File: config.mk
export PLATFORM = sky130hd
export DESIGN_NAME = rmii_tx
export DESIGN_NICKNAME = d
export VERILOG_FILES = /design/src/rtl/rmii_tx.sv
export SDC_FILE = /design/constraint.sdc
export NUM_CORES = 1
export LEC_CHECK = 0
export ABC_CLOCK_PERIOD_IN_PS = 3200
export CORE_ASPECT_RATIO = 1.1
export CORE_UTILIZATION = 28
export CTS_BUF_LIST = sky130_fd_sc_hd__clkbuf_8
export DETAILED_ROUTE_END_ITERATION = 16
export SETUP_SLACK_MARGIN = 0.4
export SLEW_MARGIN = 20
export SYNTH_ARGS = -nofsm -noshare
export SYNTH_HDL_FRONTEND = slang
export SYNTH_SLANG_ARGS = --single-unit
File: constraint.sdc
create_clock -name clk -period 3.2 [get_ports clk]
set_input_delay 0.64 -clock clk [delete_from_list [all_inputs] [get_ports clk]]
set_output_delay 0.64 -clock clk [all_outputs]
set_load 0.01 [all_outputs]
File: src/rtl/rmii_tx.sv
// RMII transmitter: frames a valid/ready byte stream into preamble, SFD, payload,
// zero padding and CRC-32 FCS, one dibit per clock, then holds the inter-frame gap.
module rmii_tx #(
  parameter int BYTE_LEN   = 8,
  parameter int MIN_BYTES  = 60,
  parameter int IFG_CYCLES = 48
) (
  input  logic                clk,
  input  logic                rstn,
  input  logic [BYTE_LEN-1:0] in,
  input  logic                in_valid,
  input  logic                in_last,
  output logic                in_ready,
  output logic                txen,
  output logic [1:0]          txd,
  output logic                busy,
  output logic                done,
  output logic                err
);

  localparam int DPB   = BYTE_LEN / 2;
  localparam int DIB_W = (DPB > 1) ? $clog2(DPB) : 1;
  localparam int CNT_W = 16;
  localparam logic [31:0]      POLY = 32'hEDB88320;
  localparam logic [CNT_W-1:0] MINB = CNT_W'(MIN_BYTES);

  typedef enum logic [2:0] {IDLE, PREAMBLE, PAYLOAD, PAD, FCS, IFG} state_t;

  state_t               state;
  logic [CNT_W-1:0]     cnt;
  logic [CNT_W-1:0]     bcnt;
  logic [DIB_W-1:0]     dib;
  logic                 last_seen;
  logic [BYTE_LEN-1:0]  sh;
  logic [31:0]          crc;
  logic [31:0]          crc_nxt;
  logic [31:0]          fcs_sh;
  logic                 pre_end;
  logic                 byte_end;
  logic                 accept;
  logic                 underflow;
  logic                 pad_more;
  logic [CNT_W:0]       pad_left;

  function automatic logic [31:0] crc_dibit(input logic [31:0] c, input logic [1:0] d);
    logic [31:0] r;
    r = c;
    for (int i = 0; i < 2; i++)
      r = (r[0] ^ d[i]) ? ((r >> 1) ^ POLY) : (r >> 1);
    return r;
  endfunction

  function automatic logic [CNT_W-1:0] sat_inc(input logic [CNT_W-1:0] v);
    return (&v) ? v : v + CNT_W'(1);
  endfunction

  // state/counters describe the dibit currently on txd
  assign pre_end   = (state == PREAMBLE) && (cnt == CNT_W'(31));
  assign byte_end  = (dib == DIB_W'(DPB - 1));
  assign in_ready  = pre_end || ((state == PAYLOAD) && byte_end && !last_seen);
  assign accept    = in_ready && in_valid;
  assign underflow = in_ready && !in_valid;
  assign pad_left  = {1'b0, MINB} - {1'b0, bcnt};
  assign pad_more  = !pad_left[CNT_W] && (pad_left != '0);
  assign crc_nxt   = crc_dibit(crc, txd);

  always_ff @(posedge clk or negedge rstn) begin
    if (!rstn) begin
      state     <= IDLE;
      cnt       <= '0;
      bcnt      <= '0;
      dib       <= '0;
      last_seen <= 1'b0;
      txen      <= 1'b0;
      txd       <= 2'b00;
      busy      <= 1'b0;
      done      <= 1'b0;
      err       <= 1'b0;
    end else begin
      done <= 1'b0;
      err  <= 1'b0;
      if (underflow) begin
        state <= IFG;
        txen  <= 1'b0;
        txd   <= 2'b00;
        err   <= 1'b1;
        cnt   <= '0;
      end else begin
        case (state)
          IDLE: if (in_valid) begin
            state <= PREAMBLE;
            txen  <= 1'b1;
            txd   <= 2'b01;
            busy  <= 1'b1;
            cnt   <= '0;
          end
          PREAMBLE: if (!pre_end) begin
            cnt <= cnt + CNT_W'(1);
            txd <= (cnt == CNT_W'(30)) ? 2'b11 : 2'b01;
          end else begin
            state     <= PAYLOAD;
            txd       <= in[1:0];
            dib       <= '0;
            last_seen <= in_last;
            bcnt      <= CNT_W'(1);
          end
          PAYLOAD, PAD: if (!byte_end) begin
            dib <= dib + DIB_W'(1);
            txd <= sh[1:0];
          end else if (accept) begin
            txd       <= in[1:0];
            dib       <= '0;
            last_seen <= in_last;
            bcnt      <= sat_inc(bcnt);
          end else if (pad_more) begin
            state <= PAD;
            txd   <= 2'b00;
            dib   <= '0;
            bcnt  <= sat_inc(bcnt);
          end else begin
            // FCS is the complement of the CRC including the dibit now leaving
            state <= FCS;
            txd   <= ~crc_nxt[1:0];
            cnt   <= '0;
          end
          FCS: if (cnt == CNT_W'(15)) begin
            state <= IFG;
            txen  <= 1'b0;
            txd   <= 2'b00;
            done  <= 1'b1;
            cnt   <= '0;
          end else begin
            cnt <= cnt + CNT_W'(1);
            txd <= fcs_sh[1:0];
          end
          IFG: if (cnt == CNT_W'(IFG_CYCLES - 1)) begin
            state <= IDLE;
            busy  <= 1'b0;
            cnt   <= '0;
          end else begin
            cnt <= cnt + CNT_W'(1);
          end
          default: state <= IDLE;
        endcase
      end
    end
  end

  // datapath registers carry no reset; control decides when they matter
  always_ff @(posedge clk) begin
    sh <= accept ? (in >> 2) : (sh >> 2);
    if (state == IDLE)
      crc <= '1;
    else if (state == PAYLOAD || state == PAD)
      crc <= crc_nxt;
    fcs_sh <= (state == FCS) ? (fcs_sh >> 2) : ((~crc_nxt) >> 2);
  end

endmodule

# Word level (Yosys, flattened, before mapping)
# Index checks and enable logic that the tools add are counted.
dict set report op_classes {
  bitwise_logic 7
  muxes 56
  add_sub_neg 4
  eq_ne 25
  n_reduce_logical 28
}
# op count
set op_table {}
lappend op_table {{$mux W16} 13}
lappend op_table {{$pmux W16 S5} 1}
lappend op_table {{$mux W32} 2}
lappend op_table {{$add A16 B1 Y16 const B} 2}
lappend op_table {{$eq A16 B5 Y1 const B} 2}
lappend op_table {{$not A32 Y32} 1}
lappend op_table {{$pmux W16 S2} 1}
lappend op_table {{$mux W30} 1}
lappend op_table {{$not A13 Y14} 2}
lappend op_table {{$ne A3 B3 Y1 const B} 9}
lappend op_table {{$mux W2} 12}
lappend op_table {{$mux W3} 8}
lappend op_table {{$reduce_bool A17 Y1} 1}
lappend op_table {{$sub A6 B16 Y17 const A} 1}
lappend op_table {{$eq A16 B4 Y1 const B} 1}
lappend op_table {{$eq A16 B6 Y1 const B} 1}
lappend op_table {{$reduce_and A16 Y1} 1}
lappend op_table {{$pmux W3 S5} 1}
lappend op_table {{$reduce_and A6 Y1} 2}
lappend op_table {{$mux W1} 11}
lappend op_table {{$ne A2 B2 Y1 const B} 5}
lappend op_table {{$reduce_and A5 Y1} 2}
lappend op_table {{$pmux W2 S4} 1}
lappend op_table {{$reduce_and A4 Y1} 2}
lappend op_table {{other kinds (23)} 37}
dict set report word_totals {
  input_bits 12
  out_inout_bits 7
  ff_bits 112
}

# Depth between registers and ports, before layout
# Gate-level depths: netlist of the first run.
dict set report depth {
  depth_word 10
  depth_mapped 11
}

# Worst setup path after synthesis of the first run
# No wires, ideal clock.
dict set report synth_timing {
  path_kind {flip-flop to flip-flop}
  startpoint {register cnt[13]}
  endpoint {register bcnt[12]}
  setup_time_ns 0.136
  t_arrival_ns 2.500
  setup_slack_ns 0.563
  n_path_buf 2
  stages_incl_launch_ff 10
  cell_sequence {dfrtp_1 or4_1 or4_4 o22ai_4 o22a_2 o21ai_2 buf_4 buf_4 o31ai_1 a21oi_1}
}
dict set report synth_via {
  elab_chain_len 7
  word_cells_on_any_way 12
}
# element line_no
set synth_rtl {}
lappend synth_rtl {{start, declared} 30} ;# logic [CNT_W-1:0] cnt;
lappend synth_rtl {{start signal, assigned} 98} ;# cnt <= cnt + CNT_W'(1);
lappend synth_rtl {{start signal, assigned} 133} ;# cnt <= cnt + CNT_W'(1);
lappend synth_rtl {{start signal, assigned} 141} ;# cnt <= cnt + CNT_W'(1);
lappend synth_rtl {{$eq A16 B5 Y1 *} 58} ;# assign pre_end = (state == PREAMBLE) && (cnt == CNT_W'(31));
lappend synth_rtl {{$logic_and A1 B1 Y1 *} 58}
lappend synth_rtl {{$logic_or A1 B1 Y1} 60} ;# assign in_ready = pre_end || ((state == PAYLOAD) && byte_end && !last_seen);
lappend synth_rtl {{$logic_and A1 B1 Y1} 61} ;# assign accept = in_ready && in_valid;
lappend synth_rtl {{$mux W16} 110} ;# end else if (accept) begin
lappend synth_rtl {{$mux W16} 107} ;# PAYLOAD, PAD: if (!byte_end) begin
lappend synth_rtl {{$pmux W16 S2} 89} ;# case (state)
lappend synth_rtl {{end signal, assigned} 114} ;# bcnt <= sat_inc(bcnt);
lappend synth_rtl {{end signal, assigned} 119} ;# bcnt <= sat_inc(bcnt);
lappend synth_rtl {{end, declared} 31} ;# logic [CNT_W-1:0] bcnt;
# Mark *: on every way between the ends. The rest lies on a longest branch, timed or not. The select of a mux whose other input is x is not followed.
# A chain may end at the register's enable or synchronous reset.

# Worst setup path in the final report of the first run
dict set report layout_timing {
  startpoint {register cnt[12]}
  endpoint {register bcnt[9]}
}
# The elaborated chain is that of the path after synthesis.

==> qor.csv, run 1 <==
stage,metric,value,unit
worst_setup_path,cp.arrival,3.12,ns
final_layout,finalNonFillerCells,853,
timing,slew-limit-headroom,42.3,%
worst_setup_path,cp_common_cell,or4_4,
final_layout,fin_nets,622,
timing,post-route-min-period,2.81,ns
timing,period_share,87.8,%
route,viasPerCell,5.02,
final_layout,diodes,0,
yosys,synth_ff_type,dfxtp_1,
route,routed_wl,12200,µm
die,die_h,145,µm
route,vias,4283,
timing,worstMarginPinSlew,0.862,ns
yosys,synth-async-reset-ratio,39.3,%
die,num_rows,52,
die,die-area,0.0192,mm²
final_layout,fill_cells,1948,
route,firstDrtPassIters,4,
placed_design,place_hpwl,8020,µm
cts,clock_latency,0.39,ns
final_layout,final_cell_mix,"68 x dfxtp_1, 58 x nor2_1, 51 x a21oi_1",
final_layout,area_delta_synth_final,20.5,%
power_and_ir_drop,total_power,0.00536,W
worst_setup_path,rr_endpoint,bcnt[9],
timing,max_freq,356,MHz
die,core_area,0.0183,mm²
cts,cts_tree,yes,
worst_setup_path,r2r_setup_slack,0.39,ns
timing,finClkSkew,0.0139,ns
worst_setup_path,crit_chain,"or4_4, or4_4, o22ai_4, o22a_2, o21ai_4, buf_4, nor4_4, mux2i_1",
cts,path_clk_slew,0.12,ns
placed_design,place_ws,0.219,ns
cts,clockBufferDepth,2,
timing,setup_viol,0,
timing,fin_ws,0.389,ns
route,wl_per_cell,14.2,µm
yosys,syn_area_per_cell,9.36,µm²
route,drc,0,
cts,ctsHoldBuffers,0,
timing,hold_violations,0,
final_layout,final_common_cell,dfxtp_1,
worst_setup_path,crit_family,simple AND/OR/NAND/NOR gates,
timing,maxSlewViolCount,0,
worst_setup_path,reg2reg_from,cnt[12],
placed_design,numPortBuffers,18,
worst_setup_path,cp-start-kind,flop,
cts,cts_made_buffers,9,
timing,rsz0062_at_grt,yes,
worst_setup_path,end_kind,flop,
global_routing,grt_pass1_vias,4085,
yosys,synth_edf_count,0,
worst_setup_path,criticalPathCategory,reg -> reg,
final_layout,drive_gt1_share,19.3,%
global_routing,grtUsageTotal,13.2,%
worst_setup_path,critPathBufInv,1,
power_and_ir_drop,leakage,2.60,nW
cts,cts.sinks,112,
status,status,"complete, no violations",
worst_setup_path,crit_fanout,11,
worst_setup_path,critical_path.max_stage_delay,0.58,ns
power_and_ir_drop,ir_worst_vdd,0.367,mV
worst_setup_path,slowest_stage,or4_4,
worst_setup_path,crit_required,3.51,ns
yosys,synth_nets,576,
yosys,synth_cell_types,59,
yosys,syn_inst,559,
timing,setup_tns,0,ns
die,num_io_pins,19,
route,drt.antenna.violating_nets,0,
route,drt-initial-drc-count,304,
hold_path,hp-class,in -> async,
yosys,synth-seq-area-share,47.1,%
global_routing,grt_pass1_wl,20500,µm
yosys,synth_warnings,0,
placed_design,placedCellCount,810,
yosys,ys_ff_latch,112,
die,die_width,132,µm
flow_run,drv_cap,0,
cts,ctsRootBufferMaster,clkbuf_8,
worst_setup_path,worstRegToRegCells,8,
global_routing,antenna_found_initial,0,
power_and_ir_drop,p_per_area,851,mW/mm²
yosys,syn_area,0.00523,mm²
global_routing,grt_start_max_net_pins,58,
global_routing,globalRouteOverflowTotal,0,
die,start_util,28.5,%
placed_design,globalplace.congestion,0.800,
cts,cts_max_level,3,
[layer usage]
layer / part of all wire, % / vias up / wire length, µm / GRT usage, %
met2: 49 / 61 / 5920 / 22.0
met4: 1.6 / 0 / 189 / 5.40
met5: 0 / - / 0 / 0
met3: 2.8 / 14 / 340 / 2.26
met1: 47 / 2070 / 5700 / 16.9
li1: - / 2138 / - / -
[final cells by class]
| type | count | area [µm²] | area share, % |
|---|---|---|---|
| clock buffer | 9 | 124 | 1.96 |
| multi-input combinational | 399 | 2750 | 43.6 |
| sequential | 112 | 2470 | 39.1 |
| clock inverter | 7 | 55.1 | 0.873 |
| inverter | 18 | 67.6 | 1.07 |
| tap | 243 | 304 | 4.82 |
| timing repair buffer | 65 | 536 | 8.49 |
[sequential cells by signal, indices dropped and copies added, names as in the netlist]
register   cells
fcs_sh        30
crc           32
sh             6
bcnt          16
busy           1
txd            2
state          3
done           1
txen           1
err            1
dib            2
last_seen      1
cnt           16
[metrics by stage]
step / instance area, µm² / util [%] / hold WS (ns)
floorplan: 5230 / - / 0.344
global placement: 5750 / 31.3 / 0.438
detailed placement: 5750 / 31.3 / 0.444
CTS: 6140 / 33.4 / 0.461
global route: 6300 / 34.4 / 0.276
finish: 6300 / 34.4 / 0.248
[repair_timing]
item                                    CTS  global route
endpoints found under the setup margin   21            30
buffers inserted                         14            12
gates resized for setup                  27            17
cloned                                    1             0
endpoints found under the hold margin     0             0
pin swaps                                 9            10
[cell families after synthesis]
kind of cell	synth area share (%)
buf+inv	3.71
fa+ha+maj	1.20
xor+xnor	4.52
simple gates	19.8
compound gates	20.7
flops	47.1
mux	3.04
[worst register-to-register path: stages (launching register included)]
cell	delay, ns
dfrtp_1	0.40
or4_4	0.56
or4_4	0.58
o22ai_4	0.15
o22a_2	0.20
o21ai_4	0.11
buf_4	0.18
nor4_4	0.27
mux2i_1	0.27
[worst max path at each step]
| stage | from | cells past startpoint | slack (ns) | endpoint |
|---|---|---|---|---|
| after floorplan | cnt[13] | 9 | 0.56 | bcnt[12] |
| after global placement | cnt[13] | 8 | 0.32 | bcnt[6] |
| after detailed placement | cnt[13] | 8 | 0.22 | bcnt[9] |
| after CTS | cnt[5] | 5 | 0.37 | in_ready |
| after global routing | cnt[12] | 5 | 0.35 | in_ready |
| final | cnt[12] | 8 | 0.39 | bcnt[9] |
[cell usage after synthesis, types with 10 or more instances]
cell,number,area share (%)
dfrtp_1,44,21
nand3_1,20,1.9
nor2_1,59,4.2
inv_1,18,1.3
a21oi_1,54,5.2
nand2_1,24,1.7
xor2_1,23,3.9
dfxtp_1,68,26
clkbuf_1,24,1.7
nand4_1,10,1.2
and3_1,14,1.7
nor3_1,11,1.1
o21ai_0,18,1.7
o22a_1,32,5.4
or3_1,11,1.3
[where the power goes]
group          internal (W)  leakage, nW  switching (W)
registers           0.00199         1.14       0.000324
logic               0.00113         1.36        0.00110
clock network      0.000295       0.0977       0.000518
Power figures use the tool's default switching activity.
==> run 2: changes to the inputs <==
--- a/config.mk
+++ b/config.mk
@@ -9,6 +9,7 @@
 export CORE_ASPECT_RATIO = 1.1
 export CORE_UTILIZATION = 28
 export CTS_BUF_LIST = sky130_fd_sc_hd__clkbuf_8
+export CTS_CLUSTER_SIZE = 14
 export DETAILED_ROUTE_END_ITERATION = 16
 export SETUP_SLACK_MARGIN = 0.4
 export SLEW_MARGIN = 20
==> results of run 2 <==
The final DEF is identical to that of run 1; final timing and power are the same.
